## config.mk

```make
export PLATFORM = sky130hd
export DESIGN_NAME = muldiv_unit
export DESIGN_NICKNAME = d
export VERILOG_FILES = /design/src/rtl/muldiv_unit.sv
export SDC_FILE = /design/constraint.sdc
export NUM_CORES = 1
export LEC_CHECK = 0
export CAP_MARGIN = 10
export CORE_MARGIN = 3
export CORE_UTILIZATION = 37
export DETAILED_ROUTE_END_ITERATION = 8
export DONT_BUFFER_PORTS = 1
export SLEW_MARGIN = 10
export SYNTH_ARGS = -nofsm -noshare
export SYNTH_HDL_FRONTEND = slang
export SYNTH_SLANG_ARGS = --single-unit
export TNS_END_PERCENT = 50
```

## constraint.sdc

```tcl
create_clock -name clk_i -period 19.2 [get_ports clk_i]
set_clock_uncertainty 0.05 [all_clocks]
set_input_delay 3.84 -clock clk_i [delete_from_list [all_inputs] [get_ports clk_i]]
set_output_delay 3.84 -clock clk_i [all_outputs]
set_load 0.005 [all_outputs]
```

## src/rtl/muldiv_unit.sv

```systemverilog
// muldiv_unit: iterative RISC-V M-extension unit for the execute stage.
// Radix-2 shift-add multiply and restoring divide, one bit per cycle over
// XLEN cycles, followed by a sign-fix cycle and a one-cycle done pulse.
// Divide by zero and signed overflow skip the iteration and go straight to fix.
module muldiv_unit #(
    parameter int XLEN = 32
) (
    input  logic            clk_i,
    input  logic            reset_i,
    input  logic            start_i,
    input  logic [2:0]      func_i,
    input  logic [XLEN-1:0] src1_i,
    input  logic [XLEN-1:0] src2_i,
    input  logic            kill_i,
    output logic            busy_o,
    output logic            done_o,
    output logic [XLEN-1:0] result_o
);

    localparam int CW = $clog2(XLEN + 1);
    localparam logic [XLEN-1:0] MIN_NEG = {1'b1, {(XLEN-1){1'b0}}};

    localparam logic [2:0] F_MUL    = 3'b000;
    localparam logic [2:0] F_MULH   = 3'b001;
    localparam logic [2:0] F_MULHSU = 3'b010;
    localparam logic [2:0] F_MULHU  = 3'b011;
    localparam logic [2:0] F_DIV    = 3'b100;
    localparam logic [2:0] F_DIVU   = 3'b101;
    localparam logic [2:0] F_REM    = 3'b110;

    typedef enum logic [1:0] {IDLE, CALC, FIX, DONE} state_t;

    state_t            state;
    logic              busy;
    logic              done;
    logic [XLEN-1:0]   result;
    logic [CW-1:0]     cnt;
    logic [2:0]        op;
    logic              neg1;        // rs1 is negative under its op's signedness
    logic              neg2;        // rs2 is negative under its op's signedness
    logic              special;     // divide short-cut, answer already known
    logic [XLEN-1:0]   special_res;
    logic [XLEN-1:0]   mcand;       // multiplicand magnitude
    logic [XLEN-1:0]   divisor;     // divisor magnitude
    logic [2*XLEN-1:0] acc;         // product accumulator, multiplier in low half
    logic [XLEN-1:0]   prem;        // partial remainder
    logic [XLEN-1:0]   quo;         // dividend shifting out, quotient shifting in

    // accept-time decode: signedness, magnitudes and divide short-cuts
    logic            sgn1, sgn2;
    logic            in_neg1, in_neg2;
    logic [XLEN-1:0] in_mag1, in_mag2;
    logic            div_zero, div_ovf, in_special;
    logic [XLEN-1:0] in_spec_res;

    // decode the incoming request into signs, magnitudes and special answers
    always_comb begin
        sgn1 = 1'b0;
        sgn2 = 1'b0;
        case (func_i)
            F_MULH, F_DIV, F_REM: begin
                sgn1 = 1'b1;
                sgn2 = 1'b1;
            end
            F_MULHSU: sgn1 = 1'b1;
            default: ;
        endcase
        in_neg1  = sgn1 & src1_i[XLEN-1];
        in_neg2  = sgn2 & src2_i[XLEN-1];
        in_mag1  = in_neg1 ? -src1_i : src1_i;
        in_mag2  = in_neg2 ? -src2_i : src2_i;
        div_zero = func_i[2] && (src2_i == '0);
        div_ovf  = ((func_i == F_DIV) || (func_i == F_REM)) &&
                   (src1_i == MIN_NEG) && (src2_i == '1);
        in_special = div_zero | div_ovf;
        // func_i[1] separates remainder from quotient among the divide ops
        if (div_zero)
            in_spec_res = func_i[1] ? src1_i : '1;
        else
            in_spec_res = func_i[1] ? '0 : src1_i;
    end

    // one iteration step for each algorithm
    logic [XLEN:0] mul_sum;
    logic [XLEN:0] div_shift;
    logic [XLEN:0] div_diff;

    // shift-add and restoring-subtract step values from current state
    always_comb begin
        mul_sum   = {1'b0, acc[2*XLEN-1:XLEN]} + (acc[0] ? {1'b0, mcand} : '0);
        div_shift = {prem, quo[XLEN-1]};
        div_diff  = div_shift - {1'b0, divisor};
    end

    // sign correction and output select for the fix cycle
    logic [2*XLEN-1:0] prod;
    logic [XLEN-1:0]   qv, rv, fix_res;

    // apply operand signs to the unsigned result and pick the requested half
    always_comb begin
        prod = (neg1 ^ neg2) ? -acc : acc;
        qv   = (neg1 ^ neg2) ? -quo : quo;
        rv   = neg1 ? -prem : prem;
        case (op)
            F_MUL:                     fix_res = prod[XLEN-1:0];
            F_MULH, F_MULHSU, F_MULHU: fix_res = prod[2*XLEN-1:XLEN];
            F_DIV, F_DIVU:             fix_res = qv;
            default:                   fix_res = rv;
        endcase
        if (special)
            fix_res = special_res;
    end

    // control FSM with datapath registers and registered busy/done outputs
    always_ff @(posedge clk_i or posedge reset_i) begin
        if (reset_i) begin
            state       <= IDLE;
            busy        <= 1'b0;
            done        <= 1'b0;
            result      <= '0;
            cnt         <= '0;
            op          <= '0;
            neg1        <= 1'b0;
            neg2        <= 1'b0;
            special     <= 1'b0;
            special_res <= '0;
            mcand       <= '0;
            divisor     <= '0;
            acc         <= '0;
            prem        <= '0;
            quo         <= '0;
        end else begin
            done <= 1'b0;
            if (kill_i) begin
                // flush wins over everything, including a same-cycle start
                state <= IDLE;
                busy  <= 1'b0;
            end else begin
                case (state)
                    IDLE, DONE: begin
                        if (start_i) begin
                            op          <= func_i;
                            neg1        <= in_neg1;
                            neg2        <= in_neg2;
                            special     <= in_special;
                            special_res <= in_spec_res;
                            mcand       <= in_mag1;
                            divisor     <= in_mag2;
                            acc         <= {{XLEN{1'b0}}, in_mag2};
                            prem        <= '0;
                            quo         <= in_mag1;
                            cnt         <= CW'(XLEN);
                            busy        <= 1'b1;
                            state       <= in_special ? FIX : CALC;
                        end else begin
                            state <= IDLE;
                        end
                    end
                    CALC: begin
                        cnt <= cnt - 1'b1;
                        if (op[2]) begin
                            // restore by keeping the shifted value when the trial borrows
                            if (!div_diff[XLEN]) begin
                                prem <= div_diff[XLEN-1:0];
                                quo  <= {quo[XLEN-2:0], 1'b1};
                            end else begin
                                prem <= div_shift[XLEN-1:0];
                                quo  <= {quo[XLEN-2:0], 1'b0};
                            end
                        end else begin
                            acc <= {mul_sum, acc[XLEN-1:1]};
                        end
                        if (cnt == CW'(1))
                            state <= FIX;
                    end
                    FIX: begin
                        result <= fix_res;
                        done   <= 1'b1;
                        busy   <= 1'b0;
                        state  <= DONE;
                    end
                    default: begin
                        busy  <= 1'b0;
                        state <= IDLE;
                    end
                endcase
            end
        end
    end

    assign busy_o   = busy;
    assign done_o   = done;
    assign result_o = result;

endmodule

```

Word-level counts from Yosys, hierarchy flattened
Index checks and enable logic that the tools add are counted.

Latch bits: 0. Bits in writable memories: 0. Memories: 0. Logic and storage cells: 104. Memory bits (read-only): 0. Register bits after elaboration: 272. Input port bits: 71.

$add $sub $neg: 8. Reduce and logical (&&, ||, !) cells: 20. Equality and inequality tests: 20. Shift-type cells: 0. Bitwise logic cells: 5. Muxes and demuxes: 36. Multiply operators: 0. Div/mod/pow operators: 0. Magnitude comparators: 0.

Operator list (number): $mux 32 (14); $mux 64 (3); $neg 32->32 (4); $pmux 32 s2 (2); $pmux 64 s2 (1); $pmux 32 s3 (1); $eq 32x32->1 const B (2); $neg 64->64 (1); $add 32x32->33 (1); $sub 33x32->33 (1); $logic_not 32->1 (1); $eq 3x3->1 const B (4); $pmux 6 s2 (1); $eq 3x2->1 const B (3); $mux 2 (4); $reduce_and 4->1 (2); $mux 1 (7); $eq 3x1->1 const B (2); $eq 6x1->1 const B (1); $mux 6 (1); $ne 2x2->1 const B (3); $ne 3x3->1 const B (2); $pmux 2 s3 (1); $reduce_and 3->1 (2); other kinds (18) (25).

Longest topological paths before layout
Gate-level depths: netlist (run 1).

Word-level depth: 9. Depth in mapped cells: 13.

Worst setup path after synthesis (run 1)
OpenSTA, ideal clock, no wires.

Path kind: input to register. Start: input port src1_i[2]. End: register quo[29]. Data arrival time: 5912 ps. Setup slack: 13156 ps. Stages: 9. Path buffers: 0. Data required time: 19067 ps. Cell sequence: or3_1 -> or4_1 -> nand2b_1 -> nor3b_2 -> nand2_1 -> o21ai_0 -> xnor2_1 -> mux2i_1 -> o21ai_0.

Longest elaborated chain between the ends: 4.

Ends and longest elaborated chain: from (decl) (RTL line 12) `input logic [XLEN-1:0] src1_i,`; $neg 32->32 (RTL line 70) `in_mag1 = in_neg1 ? -src1_i : src1_i;`; $mux 32 (RTL line 70); $mux 32 (RTL line 141) `if (start_i) begin`; $pmux 32 s2 (RTL line 139) `case (state)`; to (signal assigned) (RTL line 151) `quo <= in_mag1;`; to (signal assigned) (RTL line 165) `quo <= {quo[XLEN-2:0], 1'b1};`; to (signal assigned) (RTL line 168) `quo <= {quo[XLEN-2:0], 1'b0};`; to (decl) (RTL line 47) `logic [XLEN-1:0] quo;`.

No other way between the ends. The select of a mux whose other input is x is not followed. A chain may end at the register's enable or synchronous reset.

Final worst setup path (run 1)
Start: input port src2_i[4]. End: register state[0].

Longest elaborated chain between the ends: 7. Elaborated cells on any way between the ends: 9. Those cells by class: 1 x eq/ne; 4 x mux; 1 x bitwise; 3 x reduce/logical.

Ends and longest elaborated chain: from (decl) (RTL line 13) `input logic [XLEN-1:0] src2_i,`; $eq 32x32->1 or $logic_not 32->1 (tied branches) (RTL line 74, 72); $logic_and 1x1->1, on equally long branches (RTL line 74, 72); $or 1x1->1 (*) (RTL line 75) `in_special = div_zero | div_ovf;`; $mux 2 (*) (RTL line 154) `state <= in_special ? FIX : CALC;`; $mux 2 (*) (RTL line 141); $pmux 2 s3 (*) (RTL line 139); $mux 2 (*) (RTL line 134) `if (kill_i) begin`; to (signal assigned) (RTL line 154); to (decl) (RTL line 33) `state_t state;`.

Every way passes the cells marked *; elsewhere a longest branch is shown, timed or not.

==> results of run 1 <==
==> routing by layer <==
layer | share of wire | wire length [µm] | track usage
met5 | 0 | 0 | 0
met4 | 0.044 | 3210 | 0.106
met3 | 0.069 | 5020 | 0.0344
met2 | 0.44 | 32300 | 0.385
met1 | 0.44 | 32100 | 0.353
==> report_power, final <==
group / internal [W] / leakage, nW / switching, W
Sequential: 0.000806 / 3.47 / 0.000299
Clock: 0.000453 / 0.608 / 0.000276
Combinational: 0.000623 / 5.37 / 0.00115
Total: 0.00188 / 9.45 / 0.00172
==> final cells by class <==
class                   count  area (µm²)
clock buffers              51        1030
clock inverters            11         223
fillers                  5359       31200
inverters                  81         312
multi-input cells        2000       12300
flip-flops and latches    272        6810
well taps                 688         861
repair buffers             27         203
==> registers in the layout (all words and copies together), names as in the netlist <==
| signal | flops |
|---|---|
| divisor | 32 |
| done_o | 1 |
| mcand | 32 |
| special_res | 32 |
| neg1 | 1 |
| result_o | 32 |
| state | 2 |
| acc | 64 |
| special | 1 |
| cnt | 6 |
| neg2 | 1 |
| quo | 32 |
| op | 3 |
| prem | 32 |
| busy_o | 1 |
==> cells in the final DEF, fill, tap and decap left out, types with 30 or more instances in the layout <==
cell type,n
nand2_1,426
o21ai_0,301
dfrtp_1,272
a21oi_1,171
nor2_1,168
xnor2_1,114
xor2_1,108
inv_1,79
ha_1,74
mux2i_1,60
and2_1,41
nor3_1,38
o31ai_1,36
clkbuf_16,36
nand3_1,30
==> final timing paths <==
kind                             endpoint      start  slack [ns]  depth (start not counted)
max in group asynchronous        mcand[5]    reset_i       13.78                          3
worst max-delay path             state[0]  src2_i[4]       12.77                         10
worst max register to register    prem[4]    quo[31]       14.39                         13
min in group asynchronous        prem[18]    reset_i        3.15                          1
worst min-delay path            mcand[14]  mcand[14]        0.42                          2
worst min register to register  mcand[14]  mcand[14]        0.42                          2
==> critical path, delay by kind of cell <==
family	cells	cell delay (ns)
and+or+nand+nor	6	1.96
buffers and inverters	1	0.54
AOI/OAI and AO/OA	3	0.45
==> cells by family (layout without fill, tap and decap cells) <==
logic type                 after synthesis  in the layout
and+or+nand+nor                        883            883
AOI/OAI and AO/OA                      746            746
DFF                                    272            272
xor gates and xnor gates               224            224
buffers and inverters                  213            170
adders and majority gates               77             77
muxes                                   70             70
==> stage by stage <==
stage                     utilization  setup slack [ns]  hold slack [ns]  total power, W  instance area [µm²]
after floorplan                     -              7.81            0.382         0.00225                20000
after global placement          0.387             12.34            0.401         0.00280                20500
after detailed placement        0.387             12.25            0.411         0.00283                20500
after CTS                       0.411             12.82            0.425         0.00357                21800
after global routing            0.411             12.60            0.452         0.00382                21800
final                           0.411             12.77            0.423         0.00361                21800
==> run summary, run 1 <==
Antenna violations before repair -> 4
Top cell type's share of synthesized area -> 0.341
CTS resizes -> 0
Gpl congestion -> 0.984
Slew @ Worst Pin -> 1.29 ns
Dpl cells -> 3,068
Worst path max stage delay -> 0.54 ns
Wirelength per Cell -> 23.2 µm
Slowest CP cell -> nor4_1
Root buffer cell -> clkbuf_16
# IOs -> 105
Dominant synthesized flop cell -> dfrtp_1
Power Density -> 166 nW/µm²
Ys async rst share -> 1.00
H-tree depth -> 2
First-pass detailed-route iteration total -> 6
WP data arrival -> 6.80 ns
Startpoint Class -> input pin
Seq/Total Area, Yosys -> 0.341
DR iter-0 viols -> 2,161
Critical path, cell by cell -> nor4_1, and4b_1, and4_1, nand3b_1, nor4_4, buf_4, o21bai_1, or2_2, o211ai_1, o21a_1
Synth Area in Simple Gates -> 0.207
Leakage -> 9.45 nW
Synth Area in Compound Gates -> 0.224
Vias -> 18,800
Global-route wire length before repair -> 109,000 µm
Multiplexer share of the synthesized area -> 0.0359
Slew Viols, Final -> 0
GRT overflow -> 0
Mapped cell area -> 20,000 µm²
Final WL -> 72,600 µm
Clk buf depth -> 3
# port buffers -> 0
#FFs+latches synth -> 272
Area delta synth->final -> 8.96%
Hold-fix buffers, CTS -> 0
Vias in the first global route -> 17,400
Fmax -> 156 MHz
Initial Utilization -> 0.377
VDD IR max -> 0.0825 mV
Avg Vias per Cell -> 5.99
Num rows -> 84
Minimum clock period -> 6.43 ns
Hold WC Path Type -> reg -> reg
XOR/XNOR share of the synthesized area -> 0.0982
Synth Area in Adders -> 0.0489
Syn_area_per_cell -> 8.04 µm²
Worst skew pair latency -> 0.56 ns
Die width -> 238 µm
# Max-Cap Violations -> 0
Req. time, crit path -> 19.58 ns
Setup Buffers After CTS -> 0
CP max FO -> 64
Post-route DRC -> 0
Max transition margin -> 0.139
Hpwl dp -> 54,400 µm
Yosys top cell by area -> dfrtp_1
Period utilization -> 0.335
CTS Sinks -> 272
Synth Warn # -> 0
Die H -> 238 µm
Setup TNS -> 0 ns
Routed Antenna Nets -> 0
EDFF count, synth -> 0
Proportion of layout cells with a drive suffix above 1 -> 0.0549
Area contributors post-synth -> dfrtp_1, nand2_1, o21ai_0, xnor2_1, xor2_1
CTS tree -> yes
GRT Total Usage -> 0.250
Largest net degree at the start of global routing -> 92
Mapped Cells -> 2,485
Unrepaired setup endpoints after global routing -> false
Non-filler cells in the finished layout -> 3,130
Area of the core -> 53,000 µm²
Final Hold Viols -> 0
ANT cells -> 0
Post-synth net total -> 2,632
Crit Path Category -> in -> reg
Total CTS buffers -> 35
Die area -> 56,800 µm²
Outcome -> finished, final reports clean
Synth cell count leaders -> nand2_1, o21ai_0, dfrtp_1, a21oi_1, nor2_1
Finish-stage setup viols -> 0
Largest family of logic cells by synthesized area -> compound AO/OA/AOI/OAI gates
Final-stage net count -> 2,564
Most common cell in the netlist -> nand2_1
Crit end category -> flip-flop
Clock-pin slew on the worst setup and hold paths -> 0.06 ns
Count of different cell masters after synthesis -> 93
(Power assumes the default switching activity.)
==> run 2, diff against run 1 <==
Clock period 19.2 ns to 5.26 ns, I/O delays scaled along.
==> run summary, run 2 (same netlist as run 1, synthesis figures left out) <==
Hold WC Path Type -> in -> async
First-pass detailed-route iteration total -> 6 (unchanged)
Crit end category -> flip-flop
Startpoint Class -> flip-flop
Crit Path Category -> reg -> reg
Root buffer cell -> clkbuf_16
Vias -> 18,700 (-0.49%)
Initial Utilization -> 0.377 (unchanged)
Most common cell after layout, fill and taps aside -> nand2_1
Antenna violations before repair -> 4 (unchanged)
Period utilization -> 0.802
Worst skew pair latency -> 0.57 ns (about the same)
CTS tree -> yes
Routed Antenna Nets -> 0 (unchanged)
Area of the core -> 53,000 µm² (unchanged)
Die H -> 238 µm (unchanged)
Area delta synth->final -> 9.18%
Final WL -> 73,000 µm (+0.50%)
DR iter-0 viols -> 1,937 (-10%)
Minimum clock period -> 4.22 ns
VDD IR max -> 0.257 mV (+210%)
Hpwl dp -> 55,500 µm (+2.0%)
GRT overflow -> 0 (unchanged)
Avg Vias per Cell -> 5.94 (-0.87%)
CP max FO -> 15 (-77%)
Biggest register -> acc
Outcome -> finished, final reports clean
Slowest CP cell -> or4_4
Power Density -> 597 nW/µm² (+260%)
CTS resizes -> 0 (unchanged)
Gpl congestion -> 0.968 (-1.6%)
Hold-fix buffers, CTS -> 0 (unchanged)
Unrepaired setup endpoints after global routing -> false
Critical path, cell by cell -> inv_1, ha_1, fa_1, nor2b_1, o31a_1, o211ai_1, a211oi_1, buf_4, a21oi_1, or4_4, nand3_2, buf_4, mux2i_1, o21ai_0
Largest net degree at the start of global routing -> 159 (+73%)
# Max-Cap Violations -> 0 (unchanged)
Setup TNS -> 0 ns (unchanged)
Hold slack final -> 0.236 ns (-0.188 ns)
Max transition margin -> 0.260 (+0.121)
Finish-stage setup viols -> 0 (unchanged)
Num rows -> 84 (unchanged)
# port buffers -> 0 (unchanged)
WP data arrival -> 4.60 ns (-2.20 ns)
Leakage -> 9.49 nW (+0.39%)
# IOs -> 105 (unchanged)
Post-route DRC -> 0 (unchanged)
Die area -> 56,800 µm² (unchanged)
CTS Sinks -> 272 (unchanged)
GRT Total Usage -> 0.252 (+0.00248)
Final Hold Viols -> 0 (unchanged)
Wirelength per Cell -> 23.2 µm (+0.12%)
Clk buf depth -> 3 (unchanged)
Clock-pin slew on the worst setup and hold paths -> 0.06 ns (about the same)
Commonest non-fill, non-tap cells in the layout -> nand2_1, o21ai_0, dfrtp_1
Slew @ Worst Pin -> 1.11 ns (-0.182 ns)
ANT cells -> 0 (unchanged)
Fmax -> 237 MHz
Req. time, crit path -> 5.64 ns (-13.94 ns)
H-tree depth -> 2 (unchanged)
Die width -> 238 µm (unchanged)
Final-stage net count -> 2,574 (+0.39%)
Max FFs per register -> 64 (unchanged)
Total CTS buffers -> 36 (+2.9%)
Most frequent CP cell -> buf_4
Slew Viols, Final -> 0 (unchanged)
Worst path max stage delay -> 0.58 ns (+0.04 ns)
Proportion of layout cells with a drive suffix above 1 -> 0.0595 (+0.00462)
Setup Buffers After CTS -> 0 (unchanged)
Global-route wire length before repair -> 110,000 µm (+0.55%)
Vias in the first global route -> 17,500 (+0.44%)
[run 2: cell types whose count changed in the layout (fill, tap and decap cells not counted)]
cell / before / now
buf_12: 0 / 2
buf_4: 27 / 34
bufinv_16: 6 / 3
clkbuf_1: 8 / 9
clkinv_2: 2 / 6
clkinvlp_4: 1 / 2
inv_16: 0 / 1
inv_8: 1 / 0
nor2b_1: 16 / 15
nor2b_2: 0 / 1
[run 2: stage by stage]
step	utilization	total power [W]	cells	setup slack, ns	area, µm²
final	0.412	0.0130	3142	1.04	21800
after global routing	0.412	0.0138	3142	0.789	21800
after CTS	0.412	0.0129	3142	1.08	21800
after detailed placement	0.389	0.0103	3077	1.00	20600
after global placement	0.389	0.0102	3077	1.19	20600
after floorplan	-	0.00822	2485	0.563	20000
[run 2: metal layers]
| layer | track usage | vias to the layer above | wire [µm] |
|---|---|---|---|
| li1 | - | 8699 | - |
| met4 | 0.0916 | 2 | 2780 |
| met1 | 0.358 | 9134 | 32500 |
| met3 | 0.0418 | 121 | 5400 |
| met5 | 0 | - | 11 |
| met2 | 0.388 | 706 | 32300 |
[run 2: worst max-delay path, delay by kind of cell, from the launching register on]
kind                       cells  cell delay, ns
and+or+nand+nor                3            1.14
muxes                          1            0.20
buffers and inverters          3            0.66
AOI/OAI and AO/OA              5            0.91
adders and majority gates      2            0.65
DFF                            1            0.45
[run 2: final cells by class]
class,instances,area (µm²)
Fill cell,5390,31200
Multi-Input combinational cell,2000,12300
Tap cell,688,861
Timing Repair Buffer,36,295
Inverter,81,308
Clock inverter,13,173
Sequential cell,272,6810
Clock buffer,52,1030
[run 2: worst paths after layout]
kind                                start   endpoint  slack (ns)  cells after the start
worst min-delay path              reset_i   prem[18]        0.24                      1
worst max-delay path              quo[31]    prem[9]        1.04                     14
max in group asynchronous         reset_i      op[0]        3.70                      2
min in group clk_i              mcand[30]  mcand[30]        0.42                      2
worst max register to register    quo[31]    prem[9]        1.04                     14
worst min register to register  mcand[30]  mcand[30]        0.42                      2
[run 2: power by group]
part | internal (W) | switching (W) | total [W] | leakage, nW
clock | 0.00152 | 0.00102 | 0.00254 | 0.592
combinational | 0.00231 | 0.00415 | 0.00646 | 5.42
sequential | 0.00294 | 0.00109 | 0.00403 | 3.47
total | 0.00677 | 0.00625 | 0.0130 | 9.49
==> run 3, diff against run 2 <==
Clock period 5.26 ns to 3.85 ns, I/O delays scaled along.
==> run summary, run 3 (same netlist as run 1, synthesis figures left out) <==
Clock-pin slew on the worst setup and hold paths -> 0.06 ns (about the same)
Area of the core -> 53,000 µm² (unchanged)
H-tree depth -> 2 (unchanged)
Fmax -> 270 MHz (+14%)
Max transition margin -> 0.282 (+0.0215)
Global-route wire length before repair -> 109,000 µm (-0.51%)
Gpl congestion -> 1.01 (+4.8%)
Vias in the first global route -> 17,400 (-0.53%)
M1 GR Usage -> 0.357 (-0.00124)
Met2 usage -> 0.394 (+0.00580)
# IOs -> 105 (unchanged)
Clk buf depth -> 3 (unchanged)
Crit Path Category -> reg -> reg
Minimum clock period -> 3.71 ns (-0.510 ns)
Largest net degree at the start of global routing -> 109 (-31%)
Avg Vias per Cell -> 5.88 (-0.99%)
DR iter-0 viols -> 2,138 (+10%)
VDD IR max -> 0.334 mV (+30%)
ANT cells -> 0 (unchanged)
Fillers -> 5,366 (-0.45%)
Antenna violations before repair -> 2 (-2)
Biggest register -> acc
CTS resizes -> 0 (unchanged)
Startpoint Class -> flip-flop
Post-route DRC -> 0 (unchanged)
Hold-fix buffers, CTS -> 0 (unchanged)
Root buffer cell -> clkbuf_16
Total CTS buffers -> 35 (-2.8%)
Power Density -> 809 nW/µm² (+35%)
Slowest CP cell -> or4_4
Finish-stage setup viols -> 0 (unchanged)
Hold WC Path Type -> in -> async
GRT overflow -> 0 (unchanged)
Proportion of layout cells with a drive suffix above 1 -> 0.0691 (+0.00960)
CTS tree -> yes
Commonest non-fill, non-tap cells in the layout -> nand2_1, o21ai_0, dfrtp_1
Busiest grt layer -> met2
Internal power -> 0.00914 W (+35%)
GRT Total Usage -> 0.252 (-0.000768)
WP buf/inv -> 1 (-2)
Final-stage net count -> 2,601 (+1.0%)
Die width -> 238 µm (unchanged)
Die H -> 238 µm (unchanged)
CTS Sinks -> 272 (unchanged)
# Max-Cap Violations -> 0 (unchanged)
Crit end category -> flip-flop
Hpwl dp -> 56,400 µm (+1.5%)
Num rows -> 84 (unchanged)
Leakage -> 9.59 nW (+1.1%)
Top cell family by delay on the critical path -> compound AO/OA/AOI/OAI gates
Outcome -> finished, final reports clean
Vias -> 18,600 (-0.33%)
Hold slack final -> 0.0245 ns (-0.211 ns)
Comb pwr share -> 0.512 (+0.016)
Initial Utilization -> 0.377 (unchanged)
Max FFs per register -> 64 (unchanged)
Slew Viols, Final -> 0 (unchanged)
Worst path max stage delay -> 0.61 ns (+0.03 ns)
Die area -> 56,800 µm² (unchanged)
Most common cell after layout, fill and taps aside -> nand2_1
First-pass detailed-route iteration total -> 8 (+2)
Area delta synth->final -> 10.0%
Overall power -> 0.0178 W (+36%)
Switch share -> 0.486 (+0.00604)
Req. time, crit path -> 4.23 ns (-1.41 ns)
Routed Antenna Nets -> 0 (unchanged)
Switching pwr -> 0.00864 W (+38%)
Period utilization -> 0.963 (+0.161)
Critical path, cell by cell -> ha_1, fa_1, nor2b_1, o31a_1, o211ai_1, a211oi_2, buf_4, a21oi_1, or4_4, nand3_4, mux2_2, a22o_1
# port buffers -> 0 (unchanged)
Clock share of power -> 0.182 (-0.013)
Met3 usage in global routing -> 0.0405 (-0.00139)
Setup Buffers After CTS -> 0 (unchanged)
WP data arrival -> 4.09 ns (-0.51 ns)
Worst skew pair latency -> 0.55 ns (-0.02 ns)
Wirelength per Cell -> 23.0 µm (-0.83%)
CP max FO -> 9 (-6)
Sequential share of power -> 0.307 (-0.002)
FF/Latch Area -> 6810 µm² (unchanged)
Final Hold Viols -> 0 (unchanged)
Final WL -> 72,900 µm (-0.17%)
Area occupied by multi-input gates -> 12,400 µm² (+0.12%)
Slew @ Worst Pin -> 1.08 ns (-0.0296 ns)
==> run 3: cell count changes in the layout (fill, tap and decap cells not counted), sizes merged <==
cell | previous run | this run
buf | 36 | 64
clkbuf | 52 | 48
clkinv | 7 | 4
bufinv | 3 | 1
inv | 82 | 84
==> run 3: per-stage QoR <==
step / setup TNS, ns / utilization / cell area (µm²) / setup WS [ns] / cells
global placement: 0 / 0.394 / 20900 / 0.199 / 3105
finish: 0 / 0.415 / 22000 / 0.142 / 3163
detailed placement: 0 / 0.394 / 20900 / 0.103 / 3105
global route: -0.0442 / 0.415 / 22000 / -0.0172 / 3163
floorplan: -153.79 / - / 20000 / -0.565 / 2485
CTS: 0 / 0.414 / 22000 / 0.0705 / 3163
==> run 3: power groups by stage <==
| stage | combinational [W] | sequential (W) | clock (W) |
|---|---|---|---|
| 2_1_floorplan | 0.00638 | 0.00485 | 0 |
| 3_5_place_dp | 0.00885 | 0.00545 | 0 |
| 6_report | 0.00909 | 0.00546 | 0.00323 |
| 3_3_place_gp | 0.00871 | 0.00542 | 0 |
| 4_1_cts | 0.00889 | 0.00541 | 0.00328 |
| 5_1_grt | 0.00989 | 0.00559 | 0.00338 |
==> run 3: worst reg2reg max path, delay by kind of cell (launching register included) <==
family                   cells  cell delay, ns
AND/OR/NAND/NOR              3            0.98
multiplexers                 1            0.36
flip-flops                   1            0.39
buffers and inverters        1            0.16
adder cells (fa/ha/maj)      2            0.63
AO/OA/AOI/OAI                5            1.02
==> run 3: worst paths after layout <==
| check | startpoint | end | slack [ns] | cells after the start |
|---|---|---|---|---|
| max | divisor[0] | prem[4] | 0.14 | 12 |
| max reg2reg | divisor[0] | prem[4] | 0.14 | 12 |
| min reg2reg | special_res[30] | special_res[30] | 0.42 | 2 |
| max in group asynchronous | reset_i | special_res[23] | 2.80 | 2 |
| min in group clk_i | kill_i | busy_o | 0.24 | 1 |
| min | reset_i | divisor[23] | 0.02 | 1 |
==> run 3: final cells by class <==
type / instances / area share
Clock buffer: 48 / 0.0453
Clock inverter: 10 / 0.00438
Inverter: 81 / 0.0140
Multi-Input combinational cell: 2000 / 0.562
Sequential cell: 272 / 0.310
Tap cell: 688 / 0.0392
Timing Repair Buffer: 64 / 0.0254
==> run 3: routing by layer <==
metal | vias to the layer above | routed length (µm)
met4 | 0 | 2470
met2 | 701 | 32700
li1 | 8740 | -
met1 | 9051 | 32300
met3 | 109 | 5450
met5 | - | 0
